### config.mk
export PLATFORM = sky130hd
export DESIGN_NAME = if_id_queue
export DESIGN_NICKNAME = d
export VERILOG_FILES = /design/src/rtl/if_id_queue.sv
export SDC_FILE = /design/constraint.sdc
export NUM_CORES = 1
export LEC_CHECK = 0
export CAP_MARGIN = 15
export CORE_AREA = 2 2 160 162
export CTS_CLUSTER_DIAMETER = 150
export CTS_CLUSTER_SIZE = 10
export DETAILED_ROUTE_END_ITERATION = 6
export DIE_AREA = 0 0 162 164
export GPL_TIMING_DRIVEN = 0
export PLACE_DENSITY = 0.57
export SLEW_MARGIN = 20
export SYNTH_ARGS = -nofsm -noshare
export SYNTH_HDL_FRONTEND = slang
export SYNTH_SLANG_ARGS = --single-unit
### constraint.sdc
create_clock -name clk -period 2.15 [get_ports clk]
set_input_delay 0.43 -clock clk [delete_from_list [all_inputs] [get_ports clk]]
set_output_delay 0.43 -clock clk [all_outputs]
set_load 0.02 [all_outputs]
### src/rtl/if_id_queue.sv
// Decoupling queue between instruction fetch and decode: a small circular
// buffer of {instruction, PC} pairs with valid/ready on both sides and a flush.
module if_id_queue #(
    parameter int DEPTH = 2,
    parameter int PC_W  = 32
) (
    input  logic                     clk,
    input  logic                     rst,
    input  logic                     if_valid,
    input  logic [31:0]              if_inst,
    input  logic [PC_W-1:0]          if_pc,
    output logic                     if_id_ready,
    input  logic                     flush,
    output logic                     id_valid,
    output logic [31:0]              id_inst,
    output logic [PC_W-1:0]          id_pc,
    input  logic                     id_ready,
    output logic [$clog2(DEPTH):0]   count
);

    localparam int AW = $clog2(DEPTH);
    localparam int CW = AW + 1;
    localparam logic [31:0] NOP_INST = 32'h0000_0013;

    logic [31:0]     inst_q [DEPTH];
    logic [PC_W-1:0] pc_q   [DEPTH];
    logic [AW-1:0]   wr_ptr;
    logic [AW-1:0]   rd_ptr;
    logic [CW-1:0]   count_q;
    logic            push;
    logic            pop;

    // Ready depends only on registered occupancy, so id_ready never reaches it.
    assign if_id_ready = (count_q != CW'(DEPTH));
    assign id_valid    = (count_q != '0);
    assign count       = count_q;

    assign push = if_valid & if_id_ready & ~flush;
    assign pop  = id_valid & id_ready & ~flush;

    assign id_inst = id_valid ? inst_q[rd_ptr] : NOP_INST;
    assign id_pc   = id_valid ? pc_q[rd_ptr]   : '0;

    always_ff @(posedge clk or negedge rst) begin
        if (!rst) begin
            wr_ptr  <= '0;
            rd_ptr  <= '0;
            count_q <= '0;
        end else if (flush) begin
            wr_ptr  <= '0;
            rd_ptr  <= '0;
            count_q <= '0;
        end else begin
            if (push) begin
                wr_ptr <= wr_ptr + AW'(1);
            end
            if (pop) begin
                rd_ptr <= rd_ptr + AW'(1);
            end
            case ({push, pop})
                2'b10:   count_q <= count_q + CW'(1);
                2'b01:   count_q <= count_q - CW'(1);
                default: count_q <= count_q;
            endcase
        end
    end

    // Flush leaves storage untouched; only the pointers and count are cleared.
    always_ff @(posedge clk or negedge rst) begin
        if (!rst) begin
            for (int i = 0; i < DEPTH; i++) begin
                inst_q[i] <= '0;
                pc_q[i]   <= '0;
            end
        end else if (push) begin
            inst_q[wr_ptr] <= if_inst;
            pc_q[wr_ptr]   <= if_pc;
        end
    end

endmodule

==> flow_metrics.py, run 1 <==
metrics = {
    "global_route": {
        "grt_first_pass_wirelength_um": 24900,
        "grt_max_degree": 72,
        "grt_pass1_vias": 4525,
        "track_usage_pct": 12.2,
        "gr-total-overflow": 0,
        "antenna_found_initial": 0,
    },
    "cts": {
        "numCtsBuffers": 17,
        "clockBufferDepth": 2,
        "clock_latency_ns": 0.42,
        "htreeDepth": 4,
        "root_buffer": "clkbuf_16",
        "cts_sinks": 132,
        "cts_tree": "done",
        "cts.clk_slew.worst_paths_ns": 0.05,
    },
    "floorplanning": {
        "core_area_um2": 24800,
        "die_y_um": 164,
        "start_util_pct": 24.8,
        "top_level_ports": 137,
        "core.rowCount": 58,
        "fp.dieW_um": 162,
        "die_area_um2": 26600,
    },
    "critical_path": {
        "path_class": "flip-flop to output port",
        "crit_fanout": 5,
        "crit_arrival_ns": 1.79,
        "end_kind": "output port",
        "reg2reg_depth": 7,
        "cp_data_required_time_ns": 1.72,
        "cp-start-kind": "flip-flop",
    },
    "yosys": {
        "yosys.area.top_type_share_pct": 53.6,
        "yosysUniqueCellTypes": 22,
        "ys_seq_elements": 132,
        "synthArstFlopShare_pct": 100,
        "syn_nets": 505,
        "synth-edff-count": 0,
        "syn_area_per_cell_um2": 14.1,
        "syn-cell-area_um2": 6160,
        "ys_seq_area_share_pct": 53.6,
        "synth.area.top_cells": "dfrtp_1 (54%), mux2_4 (15%), mux2_2 (12%), mux2i_1 (11%), nor2_1 (3.8%)",
        "yosysMostFrequentCell": "dfrtp_1",
        "synth_top_cell_by_area": "dfrtp_1",
        "yosysWarnings": 0,
        "syn_inst": 436,
        "synth_ff_type": "dfrtp_1",
        "synth_common_cells": "dfrtp_1 (132), mux2_2 (68), mux2i_1 (65), nor2_1 (63), mux2_4 (60)",
    },
    "placement": {
        "gp_congestion": 0.740,
        "place_area_um2": 7970,
        "io_buffers": 136,
        "post-place-ws_ns": -0.785,
        "dpl.hpwl_um": 10600,
    },
    "layout": {
        "post-route-util_pct": 35.6,
        "fin_area_um2": 8830,
        "syn_to_final_growth_pct": 43.4,
        "diodes": 0,
        "drive_gt1_share_pct": 44.8,
        "fin_nets": 686,
    },
    "detailed_routing": {
        "drt_iter0_markers": 151,
        "drc": 0,
        "ant_nets": 0,
        "drt_wl_total_um": 16000,
        "vias_per_cell": 4.22,
        "vias": 4047,
        "first_pass_iters": 4,
        "routedWlPerCell_um": 16.7,
    },
    "power_and_ir_drop": {
        "ir_worst_vdd_mv": 0.364,
        "leakage_nw": 3.90,
        "powerDensity_nw_per_um2": 943,
    },
    "timing": {
        "setup_viol": 27,
        "hold_viol_final": 0,
        "fin_crit_sh_pct": 103,
        "min_period_ns": 2.22,
        "slew_viol_final": 0,
        "worstMarginPinSlew_ns": 0.493,
        "max-slew-margin-rel_pct": 67.1,
        "fin_setup_tns_ns": -0.619,
        "max_freq_mhz": 451,
        "skew_ns": 0.0186,
        "rsz0062_at_grt": "true",
        "layout_setup_ws_ns": -0.0697,
    },
    "run_status": {
        "violations": "negative setup slack",
        "status": "complete, but fails checks",
    },
    "worst_hold_path": {
        "hp-class": "flip-flop to flip-flop",
        "min_path_cells": 1,
    },
    "job": {
        "drv_cap": 0,
    },
}
## cell type report
class	instances	area [µm²]
fillers	2461	16000
flip-flops and latches	132	3310
multi-input cells	275	2690
repair buffers	163	1530
clock buffers	17	425
well taps	330	413
plain buffers	25	323
clock inverters	15	130
inverters	3	11.3
## stage by stage
stage               cells  total power [W]  hold slack, ns
CTS                   956          0.00841           0.507
global route          960          0.00879           0.516
global placement      902          0.00542           0.486
floorplan             436          0.00470           0.134
detailed placement    903          0.00552           0.399
finish                960          0.00833           0.504
## power by group
group	total (W)	switching, W	internal (W)
logic	0.00214	0.000886	0.00126
clock network	0.00277	0.00118	0.00160
registers	0.00341	0.000318	0.00309
total	0.00833	0.00238	0.00595
## sequential cells by signal, summed over array words and instances (netlist names)
signal	count
count	2
inst_q	64
pc_q	64
rd_ptr	1
wr_ptr	1
## critical path, stage by stage, from the launching register on
cell and delay [ns]:
dfrtp_1 0.40, clkbuf_16 0.16, buf_8 0.13, buf_12 0.12
buf_8 0.13, mux2i_1 0.12, nor2_1 0.16, buf_4 0.17
## worst paths after layout
kind,startpoint,end,slack (ns)
setup / recovery,rd_ptr,id_inst[26],-0.07
hold / removal,pc_q[16],pc_q[16],0.50
setup reg to reg,count[0],pc_q[20],0.11
hold reg to reg,pc_q[16],pc_q[16],0.50
max in group asynchronous,rst,count[1],0.85
min in group asynchronous,rst,pc_q[29],0.53
## metal layers
metal	global-route usage (%)	routed length (µm)	up-vias
met4	4.30	200	0
met5	0	0	-
li1	-	-	1888
met3	2.80	536	12
met1	15.4	7310	2065
met2	20.6	7990	82
## timing repair
| action | 4_1_cts | 5_1_grt |
|---|---|---|
| setup endpoints to repair | 185 | 67 |
| gates resized for setup | 294 | 68 |
| buffers inserted | 18 | 5 |
| hold buffers | 1 | 0 |
| pin swaps | 3 | 6 |
| hold endpoints to repair | 61 | 0 |
| cloned | 2 | 2 |
## cells by family after synthesis
logic type | synth area share [%]
muxes | 37.6
DFF | 53.6
and+or+nand+nor | 5.10
buffers and inverters | 2.74
AOI/OAI and AO/OA | 0.732
xor gates and xnor gates | 0.142
## cell usage in the layout (no fill, tap or decap), drive strengths merged
master	n
and2b	1
clkdlybuf4s50	68
mux2i	65
nor3b	1
dlygate4sd2	1
a21o	1
inv	7
dfrtp	132
or3	1
nand4b	1
clkdlybuf4s15	2
bufinv	1
nor4	1
o211ai	1
dlygate4sd3	1
nand3b	1
a21oi	4
buf	91
clkinv	7
dlymetal6s2s	1
nor2	63
clkinvlp	3
nand2	3
xor2	1
clkbuf	41
o21ai	2
or2	1
mux2	128
(Power assumes the default switching activity.)
==> run 2, diff against run 1 <==
CELL_PAD_IN_SITES_DETAIL_PLACEMENT = 0   (was unset)
CELL_PAD_IN_SITES_GLOBAL_PLACEMENT = 2   (was unset)
PLACE_DENSITY = 0.73   (was 0.57)
TNS_END_PERCENT = 5   (was unset)
==> run 2 against run 1 <==
Compared with the run above: the flow now finishes without violations; cell count fell by 1.8%; clock skew fell by 0.013 ns; worst setup slack improved by 0.11 ns; first-iteration DRC count fell by 4.0%; hold slack got worse by 0.00062 ns; clock-buffer cell count rose by 3; sequential power barely moved; clock power rose by 25%; die area did not move; critical endpoint is now id_pc[2]; largest cell class unchanged.
==> flow_metrics.py, run 2 (synthesized netlist as in run 1, its figures left out) <==
metrics = {
    "run_status": {
        "status": "finished clean",
    },
    "global_route": {
        "grt_pass1_vias": 4491,
        "gr-total-overflow": 0,
        "grt_first_pass_wirelength_um": 24500,
        "grt_max_degree": 78,
        "track_usage_pct": 11.9,
        "antenna_found_initial": 0,
    },
    "floorplanning": {
        "core_area_um2": 24800,
        "start_util_pct": 24.8,
        "die_y_um": 164,
        "die_area_um2": 26600,
        "core.rowCount": 58,
        "fp.dieW_um": 162,
        "top_level_ports": 137,
    },
    "power_and_ir_drop": {
        "ir_worst_vdd_mv": 0.462,
        "leakage_nw": 3.83,
        "powerDensity_nw_per_um2": 1020,
    },
    "cts": {
        "cts_sinks": 132,
        "root_buffer": "clkbuf_16",
        "clockBufferDepth": 2,
        "htreeDepth": 4,
        "clock_latency_ns": 0.41,
        "numCtsBuffers": 17,
        "cts.clk_slew.worst_paths_ns": 0.06,
        "cts_tree": "done",
    },
    "critical_path": {
        "cp_data_required_time_ns": 1.72,
        "critPathCapture": "id_pc[2]",
        "path_cells": "clkbuf_16 -> buf_12 -> mux2i_1 -> nor2_1 -> clkdlybuf4s15_2",
        "cp_top_family": "buffers and inverters",
        "reg2reg_depth": 6,
        "path_class": "flip-flop to output port",
        "crit_arrival_ns": 1.68,
        "cp-start-kind": "flip-flop",
        "startpoint": "rd_ptr",
        "reg2reg_to": "inst_q[17]",
        "r2r-start": "count[0]",
        "cpPeakStageDelay_ns": 0.38,
        "critPathBufInv": 3,
        "cp_slowest_cell": "dfrtp_1",
        "crit_fanout": 10,
        "end_kind": "output port",
        "rrSetupSlack_ns": 0.12,
        "path_depth": 5,
    },
    "layout": {
        "final_cells": 943,
        "regArea_um2": 3310,
        "diodes": 0,
        "syn_to_final_growth_pct": 41.0,
        "post-route-util_pct": 35.0,
        "layout_commonest_cell": "dfrtp_1",
        "mostFrequentLayoutCells": "dfrtp_1 (130), clkdlybuf4s50_1 (69), mux2_2 (68), mux2i_1 (63), nor2_1 (62)",
        "drive_gt1_share_pct": 43.2,
        "fin_nets": 669,
        "fillers": 2445,
        "multi_input_area_um2": 2700,
    },
    "detailed_routing": {
        "vias": 3955,
        "routedWlPerCell_um": 16.2,
        "first_pass_iters": 4,
        "drc": 0,
        "ant_nets": 0,
        "vias_per_cell": 4.19,
        "drt_wl_total_um": 15300,
        "drt_iter0_markers": 145,
    },
    "timing": {
        "min_period_ns": 2.11,
        "skew_ns": 0.00574,
        "layout_setup_ws_ns": 0.0435,
        "slew_viol_final": 0,
        "hold_viol_final": 0,
        "rsz0062_at_grt": "true",
        "max-slew-margin-rel_pct": 70.2,
        "setup_viol": 0,
        "max_freq_mhz": 475,
        "fin_crit_sh_pct": 98.0,
        "worstMarginPinSlew_ns": 0.446,
    },
    "placement": {
        "post-place-ws_ns": -0.813,
        "dp.cells": 904,
        "io_buffers": 136,
        "dpl.hpwl_um": 10600,
        "gp_congestion": 0.709,
    },
    "worst_hold_path": {
        "hp-class": "flip-flop to flip-flop",
    },
    "job": {
        "drv_cap": 0,
    },
}
run 2: cell count changes in the layout (fill, tap and decap cells not counted), sizes merged, moves of 3 or more:
| cell | before | now |
|---|---|---|
| buf | 91 | 66 |
| clkbuf | 41 | 52 |
| bufinv | 1 | 7 |
| clkinv | 7 | 4 |
| clkinvlp | 3 | 0 |
| inv | 7 | 4 |
run 2: worst min-delay path by stage:
stage	from	slack, ns	cells after the start	end
2_1_floorplan	rst	0.13	0	count[0]
3_3_place_gp	pc_q[23]	0.49	1	pc_q[23]
3_5_place_dp	rst	0.37	1	pc_q[30]
4_1_cts	pc_q[23]	0.51	1	pc_q[23]
5_1_grt	inst_q[24]	0.51	1	inst_q[24]
6_report	inst_q[24]	0.50	1	inst_q[24]
run 2: layout make-up:
cell class	instances	share of cell area, %
Sequential cell	132	38.1
Buffer	26	4.25
Clock inverter	12	2.88
Clock buffer	20	5.14
Inverter	3	0.130
Timing Repair Buffer	145	13.7
Multi-Input combinational cell	275	31.1
Tap cell	330	4.76
run 2: layer usage:
metal,vias to the layer above,wire length [µm],global-route usage (%)
met4,0,144,3.46
met1,2025,7210,15.3
li1,1849,-,-
met5,-,0,0
met3,9,523,2.88
met2,72,7420,19.9
run 2: worst reg2reg max path, cell delays in order, from the launching register on:
cell and delay, ns:
dfrtp_2 0.46, and2b_1 0.30, inv_1 0.11, nand4b_1 0.10, clkbuf_4 0.27, buf_2 0.31
mux2_2 0.37
run 2: report_power, final:
group	switching, W	internal (W)
Combinational	0.000851	0.00115
Clock	0.00112	0.00233
Sequential	0.000314	0.00309
run 2: through the flow:
step	setup TNS [ns]	instance area (µm²)	hold WS (ns)	power [W]
finish	0	8680	0.504	0.00887
CTS	-1.84	8880	0.507	0.00906
detailed placement	-95.08	7980	0.374	0.00552
floorplan	0	6160	0.134	0.00470
global placement	-709.66	7930	0.486	0.00543
global route	-0.0542	8680	0.515	0.00935
run 2: repair_timing:
action | in CTS | in global routing
gates resized for setup | 246 | 59
pin swaps | 2 | 0
hold endpoints to repair | 55 | 0
hold buffers | 1 | 0
endpoints found under the setup margin | 153 | 144
cloned | 1 | 0
setup buffers | 4 | 1
==> run 3, diff against run 2 <==
SKIP_CTS_REPAIR_TIMING = 1   (was unset)
==> run 3 against run 2 <==
Compared with the run above: core utilization rose by 0.89 points; hold slack about the same; worst setup slack got worse by 0.030 ns; first-iteration DRC count down 30%; fmax is 1.4% lower; sequential share of layout area is 0.95 points lower; routed wire length increased by 1.7%; cell count is 0.11% higher; highest routed layer unchanged; sequential power barely moved; combinational power increased by 3%; sequential cell count unchanged.
==> flow_metrics.py, run 3 (synthesized netlist as in run 1, its figures left out) <==
metrics = {
    "run_status": {
        "status": "finished clean",
    },
    "critical_path": {
        "path_cells": "buf_12 -> buf_12 -> buf_12 -> mux2i_1 -> nor2_1 -> buf_4",
        "cp_data_required_time_ns": 1.72,
        "crit_fanout": 6,
        "startpoint": "rd_ptr",
        "end_kind": "output port",
        "cp_slowest_cell": "dfrtp_1",
        "rrSetupSlack_ns": 0.02,
        "cpPeakStageDelay_ns": 0.41,
        "crit_arrival_ns": 1.71,
        "r2r-start": "count[0]",
        "cp_common_cell": "buf_12",
        "path_class": "flip-flop to output port",
        "cp-start-kind": "flip-flop",
    },
    "global_route": {
        "grt_max_degree": 78,
        "grt_pass1_vias": 4437,
        "gr-total-overflow": 0,
        "use_met3_pct": 2.85,
        "antenna_found_initial": 0,
        "grt_first_pass_wirelength_um": 24300,
        "grt_use_met2_pct": 19.7,
        "gr-max-usage-layer": "met2",
        "grt_util_met1_pct": 15.3,
        "track_usage_pct": 11.8,
    },
    "placement": {
        "dpl.hpwl_um": 10600,
        "gp_congestion": 0.709,
        "place_area_um2": 7980,
        "io_buffers": 136,
        "dp.cells": 904,
    },
    "layout": {
        "fillers": 2411,
        "layout_commonest_cell": "dfrtp_1",
        "multi_input_area_um2": 2700,
        "regArea_um2": 3310,
        "fin_area_um2": 8900,
        "drive_gt1_share_pct": 39.4,
        "fin_nets": 670,
        "mostFrequentLayoutCells": "dfrtp_1 (130), clkdlybuf4s50_1 (69), mux2_2 (68), mux2i_1 (64), nor2_1 (62)",
        "syn_to_final_growth_pct": 44.6,
        "final_cells": 944,
        "post-route-util_pct": 35.9,
        "diodes": 0,
    },
    "floorplanning": {
        "die_area_um2": 26600,
        "fp.dieW_um": 162,
        "core_area_um2": 24800,
        "die_y_um": 164,
        "start_util_pct": 24.8,
        "core.rowCount": 58,
        "top_level_ports": 137,
    },
    "cts": {
        "cts_tree": "done",
        "cts.clk_slew.worst_paths_ns": 0.06,
        "htreeDepth": 4,
        "clockBufferDepth": 2,
        "root_buffer": "clkbuf_16",
        "numCtsBuffers": 17,
        "clock_latency_ns": 0.41,
        "cts_sinks": 132,
    },
    "power_and_ir_drop": {
        "p_sw_w": 0.00229,
        "power.internal_w": 0.00665,
        "p_comb_share_pct": 23.2,
        "swShare_pct": 25.6,
        "powerDensity_nw_per_um2": 1000,
        "leakage_nw": 4.19,
        "p_seq_share_pct": 38.1,
        "clock_power_share_pct": 38.6,
        "ir_worst_vdd_mv": 0.411,
    },
    "detailed_routing": {
        "ant_nets": 0,
        "drt_wl_total_um": 15600,
        "drc": 0,
        "drt_iter0_markers": 102,
        "vias": 4005,
        "first_pass_iters": 4,
        "vias_per_cell": 4.24,
        "routedWlPerCell_um": 16.5,
    },
    "timing": {
        "min_period_ns": 2.14,
        "max_freq_mhz": 468,
        "slew_viol_final": 0,
        "skew_ns": 0.00607,
        "max-slew-margin-rel_pct": 61.2,
        "rsz0062_at_grt": "true",
        "setup_viol": 0,
        "hold_viol_final": 0,
        "worstMarginPinSlew_ns": 0.578,
        "fin_crit_sh_pct": 99.4,
    },
    "job": {
        "drv_cap": 0,
    },
    "worst_hold_path": {
        "hp-class": "flip-flop to flip-flop",
        "min_from": "inst_q[16]",
    },
}
[run 3: per-layer routing]
metal | part of all wire, % | wire length [µm]
met5 | 0 | 0
met4 | 0.66 | 103
met3 | 3.8 | 588
met2 | 49 | 7630
met1 | 47 | 7240
[run 3: critical path: cells and delay by family (launching register included)]
family / cells / cell delay (ns)
buf+inv: 4 / 0.61
simple gates: 1 / 0.16
flops: 1 / 0.41
mux: 1 / 0.11
[run 3: final timing paths]
kind                               end  cells after the start
min reg2reg                 inst_q[16]                      1
min                         inst_q[16]                      1
min in group asynchronous     pc_q[30]                      2
max in group asynchronous     count[0]                      3
max                        id_inst[17]                      6
max reg2reg                 inst_q[49]                      5
[run 3: power groups by stage]
stage / Combinational [W] / Sequential, W / Clock, W
floorplan: 0.00134 / 0.00335 / 0
global placement: 0.00202 / 0.00341 / 0
detailed placement: 0.00207 / 0.00344 / 0
CTS: 0.00208 / 0.00340 / 0.00356
global route: 0.00225 / 0.00349 / 0.00367
finish: 0.00207 / 0.00341 / 0.00345
[run 3: cell type report]
class / instances / share of cell area (%)
clock buffer: 20 / 5.02
multi-input combinational: 275 / 30.3
sequential: 132 / 37.1
clock inverter: 12 / 2.81
timing repair buffer: 146 / 16.6
inverter: 3 / 0.126
buffer: 26 / 3.44
tap: 330 / 4.64
[run 3: through the flow]
step                      hold slack (ns)  setup slack, ns  total power, W  TNS (ns)
after global placement              0.486            -4.53         0.00543   -709.66
after floorplan                     0.134            0.234         0.00470         0
after detailed placement            0.374           -0.813         0.00552    -95.08
final                               0.504           0.0135         0.00893         0
after global routing                0.514           -0.115         0.00941     -4.87
after CTS                         -0.0753            -1.33         0.00905    -85.82
